===== config.mk =====
export PLATFORM = sky130hd
export DESIGN_NAME = johnson_phase_tracker
export DESIGN_NICKNAME = d
export VERILOG_FILES = /design/src/rtl/johnson_phase_tracker.sv
export SDC_FILE = /design/constraint.sdc
export NUM_CORES = 1
export LEC_CHECK = 0
export ABC_AREA = 0
export CORE_MARGIN = 4
export CORE_UTILIZATION = 50
export DETAILED_ROUTE_END_ITERATION = 7
export GPL_TIMING_DRIVEN = 0
export PLACE_DENSITY_LB_ADDON = 0.12
export SYNTH_ARGS = -nofsm -noshare
export SYNTH_HDL_FRONTEND = slang
export SYNTH_SLANG_ARGS = --single-unit
export TNS_END_PERCENT = 10

===== constraint.sdc =====
create_clock -name clock -period 2.6 [get_ports clock]
set_input_delay 0.26 -clock clock [delete_from_list [all_inputs] [get_ports clock]]
set_output_delay 0.26 -clock clock [all_outputs]
set_load 0.02 [all_outputs]

===== src/rtl/johnson_phase_tracker.sv =====
// Decodes a Johnson counter bus into a phase index / one-hot phase, verifies each step is the
// legal successor, locks after a run of good steps, counts laps and latches corruption as a fault.
module johnson_phase_tracker #(
  parameter int unsigned N        = 4,
  parameter int unsigned LOCK_CNT = 4,
  parameter int unsigned LAP_W    = 8
) (
  input  logic                     clock,
  input  logic                     reset_n,
  input  logic                     enable,
  input  logic [N-1:0]             q_in,
  input  logic                     clear_fault,
  output logic [$clog2(2*N)-1:0]   phase_idx,
  output logic [2*N-1:0]           phase_onehot,
  output logic                     step,
  output logic [LAP_W-1:0]         lap_count,
  output logic                     locked,
  output logic                     fault
);

  localparam int unsigned IdxW  = $clog2(2 * N);
  localparam int unsigned CntW  = $clog2(N + 1);
  localparam int unsigned GoodW = $clog2(LOCK_CNT + 1);

  typedef enum logic [1:0] {StUnlocked, StLocked, StFault} state_e;

  state_e            state_q, state_d;
  logic [N-1:0]      q_prev_q;
  logic [IdxW-1:0]   idx_q, idx_d;
  logic              step_q, step_d;
  logic [LAP_W-1:0]  lap_q, lap_d;
  logic [GoodW-1:0]  good_q, good_d;

  logic [N-1:0]      succ;
  logic [CntW-1:0]   ones, trans;
  logic [IdxW-1:0]   in_idx;
  logic              in_legal, is_hold, is_adv;

  // A Johnson code has at most one transition between adjacent bits; the MSB picks which half.
  always_comb begin
    ones  = '0;
    trans = '0;
    for (int i = 0; i < N; i++) ones = ones + CntW'(q_in[i]);
    for (int i = 0; i < N - 1; i++) trans = trans + CntW'(q_in[i] ^ q_in[i+1]);
    in_legal = (trans <= CntW'(1));
    in_idx   = q_in[N-1] ? IdxW'(ones - CntW'(1)) : (IdxW'(2 * N - 1) - IdxW'(ones));
    succ     = {~q_prev_q[0], q_prev_q[N-1:1]};
    is_hold  = in_legal && (q_in == q_prev_q);
    is_adv   = in_legal && (q_in == succ);
  end

  always_comb begin
    state_d = state_q;
    idx_d   = idx_q;
    step_d  = 1'b0;
    lap_d   = lap_q;
    good_d  = good_q;
    if (enable) begin
      case (state_q)
        StUnlocked: begin
          if (is_adv) begin
            idx_d = in_idx;
            if (good_q == GoodW'(LOCK_CNT - 1)) begin
              state_d = StLocked;
              good_d  = '0;
            end else begin
              good_d = good_q + GoodW'(1);
            end
          end else if (!is_hold) begin
            good_d = '0;
            if (in_legal) idx_d = in_idx;
          end
        end
        StLocked: begin
          if (is_adv) begin
            idx_d  = in_idx;
            step_d = 1'b1;
            if (in_idx == '0) lap_d = lap_q + LAP_W'(1);
          end else if (!is_hold) begin
            state_d = StFault;
          end
        end
        StFault: begin
          if (clear_fault) begin
            state_d = StUnlocked;
            good_d  = '0;
            if (in_legal) idx_d = in_idx;
          end
        end
        default: state_d = StUnlocked;
      endcase
    end
  end

  always_ff @(posedge clock or negedge reset_n) begin
    if (!reset_n) begin
      state_q  <= StUnlocked;
      q_prev_q <= {1'b1, {(N - 1){1'b0}}};
      idx_q    <= '0;
      step_q   <= 1'b0;
      lap_q    <= '0;
      good_q   <= '0;
    end else begin
      state_q <= state_d;
      idx_q   <= idx_d;
      step_q  <= step_d;
      lap_q   <= lap_d;
      good_q  <= good_d;
      if (enable) q_prev_q <= q_in;
    end
  end

  assign phase_idx    = idx_q;
  assign phase_onehot = {{(2 * N - 1){1'b0}}, 1'b1} << idx_q;
  assign step         = step_q;
  assign lap_count    = lap_q;
  assign locked       = (state_q == StLocked);
  assign fault        = (state_q == StFault);

endmodule


# After elaboration in Yosys (flattened, before gate mapping)
# Cells that the tools add are included.
# totals
regBits	21
in_bits	8
output_inout_bits	22
word_cells	64
# op_classes
addsub	9
magnitude_cmp	1
eq_ne	12
shifts	1
muxes	21
bitwise	4
reduce_logical	10
# ops
cell	count
two-way mux 3 bit	10
two-way mux 2 bit	5
!= test 2 bit (second input constant)	5
one-hot mux 3 bit (3 select lines)	1
adder 8 x 1 -> 8 bit (second input constant)	1
equality test 4 bit	2
AND reduction 4 bit	2
<< shifter 1 x 3 -> 8 bit (first input constant)	1
adder 2 x 1 -> 3 bit	2
one-hot mux 2 bit (3 select lines)	1
one-hot mux 3 bit (2 select lines)	1
AND reduction 6 bit	1
AND reduction 5 bit	1
adder 1 x 1 -> 2 bit	2
adder 3 x 1 -> 3 bit	1
adder 3 x 1 -> 3 bit (second input constant)	1
equality test 3 x 2 -> 1 bit (second input constant)	1
<= comparator 3 x 1 -> 1 bit (second input constant)	1
zero test 3 bit	1
two-way mux 1 bit	3
!= test 3 bit (second input constant)	1
nonzero test 3 bit	1
subtractor 3 x 1 -> 3 bit (second input constant)	1
subtractor 3 bit (first input constant)	1
other kinds (8)	11

# Longest topological paths before layout
# logic_depth
ltp_word	9
ltp_mapped	13
mapped_depth_nobuf	12

# Worst setup path after synthesis
# No wires, ideal clock.
# synth_path
path_kind	in2reg
startpoint	input port q_in[3]
endpoint	register lap_q[1] (netlist: lap_count[1])
setup_ns	0.125
arrival_time_ns	2.605
required_time_ns	2.475
path_slack_ns	-0.129
cell_stages	12
n_path_buf	1
cell_sequence	buf_6 inv_1 fa_1 inv_1 ha_1 ha_1 inv_1 ha_1 xnor2_1 a32oi_1 nor4_4 mux2_2
# synth_between
elab_chain_cells	5
# synth_rtl
item	line_no	source
from (decl)	11	input logic [N-1:0] q_in,
adder 3 x 1 -> 3 bit / XOR 1 bit (equally long branches)	43, 44	
subtractor 3 bit (tied with other cells)	46	in_idx = q_in[N-1] ? IdxW'(ones - CntW'(1)) : (IdxW'(2 * N - 1) - IdxW'(ones));
two-way mux 3 bit / <= comparator 3 x 1 -> 1 bit (equally long branches)	46, 45	
zero test 3 bit / logical AND 1 bit (equally long branches)	78, 49	
AND reduction 4 bit (no line) *	-	
to (signal assigned)	107	lap_q <= lap_d;
to (decl)	31	logic [LAP_W-1:0] lap_q, lap_d;
# Mark *: on every way between the ends. The rest lies on a longest branch, timed or not.
# A chain may end at the register's enable or synchronous reset.

# Worst setup path in the final report
# layout_path
startpoint	input port q_in[0]
endpoint	register lap_q[1] (netlist: lap_count[1])
# layout_between
elab_chain_cells	7
# layout_rtl
item	line_no	source
adder 1 x 1 -> 2 bit	43	for (int i = 0; i < N; i++) ones = ones + CntW'(q_in[i]);
adder 2 x 1 -> 3 bit	43	
adder 3 x 1 -> 3 bit	43	
subtractor 3 bit / subtractor 3 x 1 -> 3 bit (equally long branches)	46	
two-way mux 3 bit	46	
zero test 3 bit	78	if (in_idx == '0) lap_d = lap_q + LAP_W'(1);
AND reduction 4 bit (no line) *	-	
# Marked as above.

==> flow_summary.ini <==
[sta]
final_period_minus_worst_setup_slack_ns = 2.497
finalWorstSetupSlack_ns = 0.1028
slew_headroom_pct = 39.45
fin_skew_ns = 0.002222
max_slew.worst_pin.slew_ns = 0.9054
timing_hold_violations_final = 0
worst_hold_slack_ns = 0.2258
finish_stage_setup_viols = 0
rsz0062_at_grt = no
final_period_utilization_pct = 96.05
maxClockFrequency_mhz = 400.4
drv_slew = 0
fin_setup_tns_ns = 0

[floorplan]
core_area_um2 = 2734
io-pin-count = 30
dieHeight_um = 61.39
fp.dieW_um = 61.39
die_area_um2 = 3768
floorplan.rows = 19
start_util_pct = 52.13

[worst_setup_path]
cp.required_ns = 2.81
r2r_setup_slack_ns = 0.74
cp-end-kind = flop
startpoint_type = primary input
critical_path_peak_fanout = 8
cp.arrival_ns = 2.70
crit_type = in2reg

[layout]
syn2layout_area_growth_pct = 27.04
drive_gt1_share_pct = 15.43
final.fill_count = 241
final_util_pct = 66.22
nets = 196
n_antenna_cell = 0

[global_routing]
track_usage_pct = 16.40
initial_antenna_violation_count = 0
globalRouteOverflowTotal = 0
grt_max_degree = 22
first_global_vias = 1066
grt_first_pass_wirelength_um = 4602

[place]
place_hpwl_um = 2166
gpl.final_weighted_congestion = 0.8163
place_ws_ns = -0.9605
port_buffers = 27

[synth]
mappedNetlistArea_um2 = 1425
synth.ff_latch_count = 21
yosys_warnings = 0
postSynth.asyncResetShare_pct = 100.0
synth-seq-area-share_pct = 36.96
net_count_after_synthesis = 162
ys_dominant_reg_cell = sky130_fd_sc_hd__dfrtp_1
synth_cells = 142
syn-mean-instance-area_um2 = 10.04
number_of_enable_flip_flop_cells_after_synthesis = 0
synth.lib_cells_used.distinct = 37

[drt]
routed-via-count = 1122
top_layer = met4
wire_per_inst_um = 13.40
finalWirelength_um = 2761
drt_first_pass_iters = 4
postRouteAntennaNets = 0
detail_route.wirelength.met1_um = 1140
dr_wl_met3_um = 156
drt-initial-drc-count = 58
detailed_routed_wire_length_on_met2_um = 1424
drc = 0
detail_route.vias_per_cell = 5.447

[clock_network]
num_cts_buffers = 3
clk_latency_ns = 0.31
cts_num_sinks = 21
clock-root-buffer = sky130_fd_sc_hd__clkbuf_4
htree_num_levels = 1
clk_pin_slew_ns = 0.12
tritoncts = yes
cts_buffer_depth = 2

[pwr]
power.leakage_nw = 0.8008
power_consumption_w = 0.001197
vdd_drop_max_uv = 735.3
powerDensity_nw_per_um2 = 661.1

[run_status]
outcome = completed

[job]
cap_violations = 0

[hold_path]
worstHoldPathType = in2reg
==> cells in the final DEF, fill, tap and decap left out, types with 2 or more instances in the layout <==
| cell type | count |
|---|---|
| sky130_fd_sc_hd__clkdlybuf4s50_1 | 25 |
| sky130_fd_sc_hd__clkbuf_1 | 3 |
| sky130_fd_sc_hd__nand4_1 | 6 |
| sky130_fd_sc_hd__buf_6 | 3 |
| sky130_fd_sc_hd__o21a_1 | 2 |
| sky130_fd_sc_hd__nand2_1 | 7 |
| sky130_fd_sc_hd__and3_1 | 3 |
| sky130_fd_sc_hd__mux2_2 | 4 |
| sky130_fd_sc_hd__a21oi_1 | 6 |
| sky130_fd_sc_hd__nor3b_1 | 3 |
| sky130_fd_sc_hd__ha_2 | 2 |
| sky130_fd_sc_hd__nor2_1 | 7 |
| sky130_fd_sc_hd__nand3_1 | 3 |
| sky130_fd_sc_hd__buf_2 | 2 |
| sky130_fd_sc_hd__nor3_1 | 6 |
| sky130_fd_sc_hd__a22o_1 | 3 |
| sky130_fd_sc_hd__and4_1 | 2 |
| sky130_fd_sc_hd__dfrtp_1 | 20 |
| sky130_fd_sc_hd__ha_1 | 8 |
| sky130_fd_sc_hd__inv_1 | 14 |
| sky130_fd_sc_hd__xnor2_1 | 14 |
| sky130_fd_sc_hd__clkbuf_4 | 3 |
| sky130_fd_sc_hd__xor2_1 | 4 |
==> area by class of cell <==
cell class | count | area [um2] | share of cell area (%)
inverters | 15 | 56.30 | 3.110
flip-flops and latches | 21 | 526.8 | 29.09
well taps | 31 | 38.79 | 2.142
repair buffers | 29 | 279.0 | 15.41
multi-input cells | 100 | 833.3 | 46.03
clock buffers | 3 | 22.52 | 1.244
plain buffers | 6 | 48.80 | 2.695
clock inverters | 1 | 5.005 | 0.2764
==> critical path, cell delays in order <==
cell	delay, ns
sky130_fd_sc_hd__buf_2	0.14
sky130_fd_sc_hd__inv_1	0.07
sky130_fd_sc_hd__fa_1	0.53
sky130_fd_sc_hd__inv_1	0.05
sky130_fd_sc_hd__ha_2	0.18
sky130_fd_sc_hd__ha_4	0.26
sky130_fd_sc_hd__inv_1	0.04
sky130_fd_sc_hd__ha_2	0.18
sky130_fd_sc_hd__xnor2_2	0.17
sky130_fd_sc_hd__a32oi_2	0.14
sky130_fd_sc_hd__nor4_4	0.23
sky130_fd_sc_hd__buf_6	0.17
sky130_fd_sc_hd__mux2_4	0.29
==> path summary, 6_finish.rpt <==
kind	start	to	depth (start not counted)
setup / recovery	q_in[0]	lap_count[1]	13
hold / removal	q_in[3]	q_prev_q[3]	2
setup reg to reg	state_q[0]	good_q[0]	7
hold reg to reg	lap_count[7]	lap_count[7]	1
max in group asynchronous	reset_n	q_prev_q[1]	1
min in group asynchronous	reset_n	lap_count[2]	1
==> power breakdown <==
part	internal [W]	switching, W
Clock	0.0000575	0.000103
Combinational	0.000295	0.000349
Sequential	0.000366	0.0000267
Total	0.000718	0.000479
==> stage by stage <==
stage | cells | area [um2]
floorplan | 142 | 1450
finish | 206 | 1810
global route | 206 | 1810
CTS | 206 | 1822
global placement | 200 | 1759
detailed placement | 200 | 1759
==> what timing repair did <==
item                       in CTS  in global routing
pin swaps                       1                  1
setup buffers                   2                  0
gates resized for setup        10                  2
setup endpoints to repair       8                  5
hold buffers                    0                  0
==> synthesized netlist by cell type (3+ instances only) <==
library cell               count  area, um2
sky130_fd_sc_hd__dfrtp_1      20      500.5
sky130_fd_sc_hd__inv_1        15      56.30
sky130_fd_sc_hd__xnor2_1      15      131.4
sky130_fd_sc_hd__ha_1         11      137.6
sky130_fd_sc_hd__nand2_1       7      26.28
sky130_fd_sc_hd__nor2_1        7      26.28
sky130_fd_sc_hd__a21oi_1       6      30.03
sky130_fd_sc_hd__nand4_1       6      37.54
sky130_fd_sc_hd__nor3_1        6      30.03
sky130_fd_sc_hd__mux2_2        5      56.30
sky130_fd_sc_hd__xor2_1        4      35.03
sky130_fd_sc_hd__a22o_1        3      26.28
sky130_fd_sc_hd__and3_1        3      18.77
sky130_fd_sc_hd__buf_6         3      33.78
sky130_fd_sc_hd__clkbuf_1      3      11.26
sky130_fd_sc_hd__nand3_1       3      15.01
sky130_fd_sc_hd__nor3b_1       3      22.52
==> sequential cells by signal (all words and copies together), names as in the netlist <==
| signal | count |
|---|---|
| lap_count | 8 |
| q_prev_q | 4 |
| good_q | 3 |
| phase_idx | 3 |
| state_q | 2 |
| step | 1 |
==> per-layer routing <==
metal / GRT usage (%) / vias up
li1: - / 561
met1: 19.45 / 530
met3: 2.725 / 5
met2: 29.15 / 26
met4: 6.970 / 0
met5: 0 / -
==> cells by family after synthesis <==
| group | synth area share (%) |
|---|---|
| buffers and inverters | 7.111 |
| XOR/XNOR | 11.68 |
| AND/OR/NAND/NOR | 17.91 |
| adder cells (fa/ha/maj) | 11.06 |
| flip-flops | 36.96 |
| AO/OA/AOI/OAI | 11.33 |
| multiplexers | 3.951 |
Note: power is estimated with default switching activity, not from simulation.
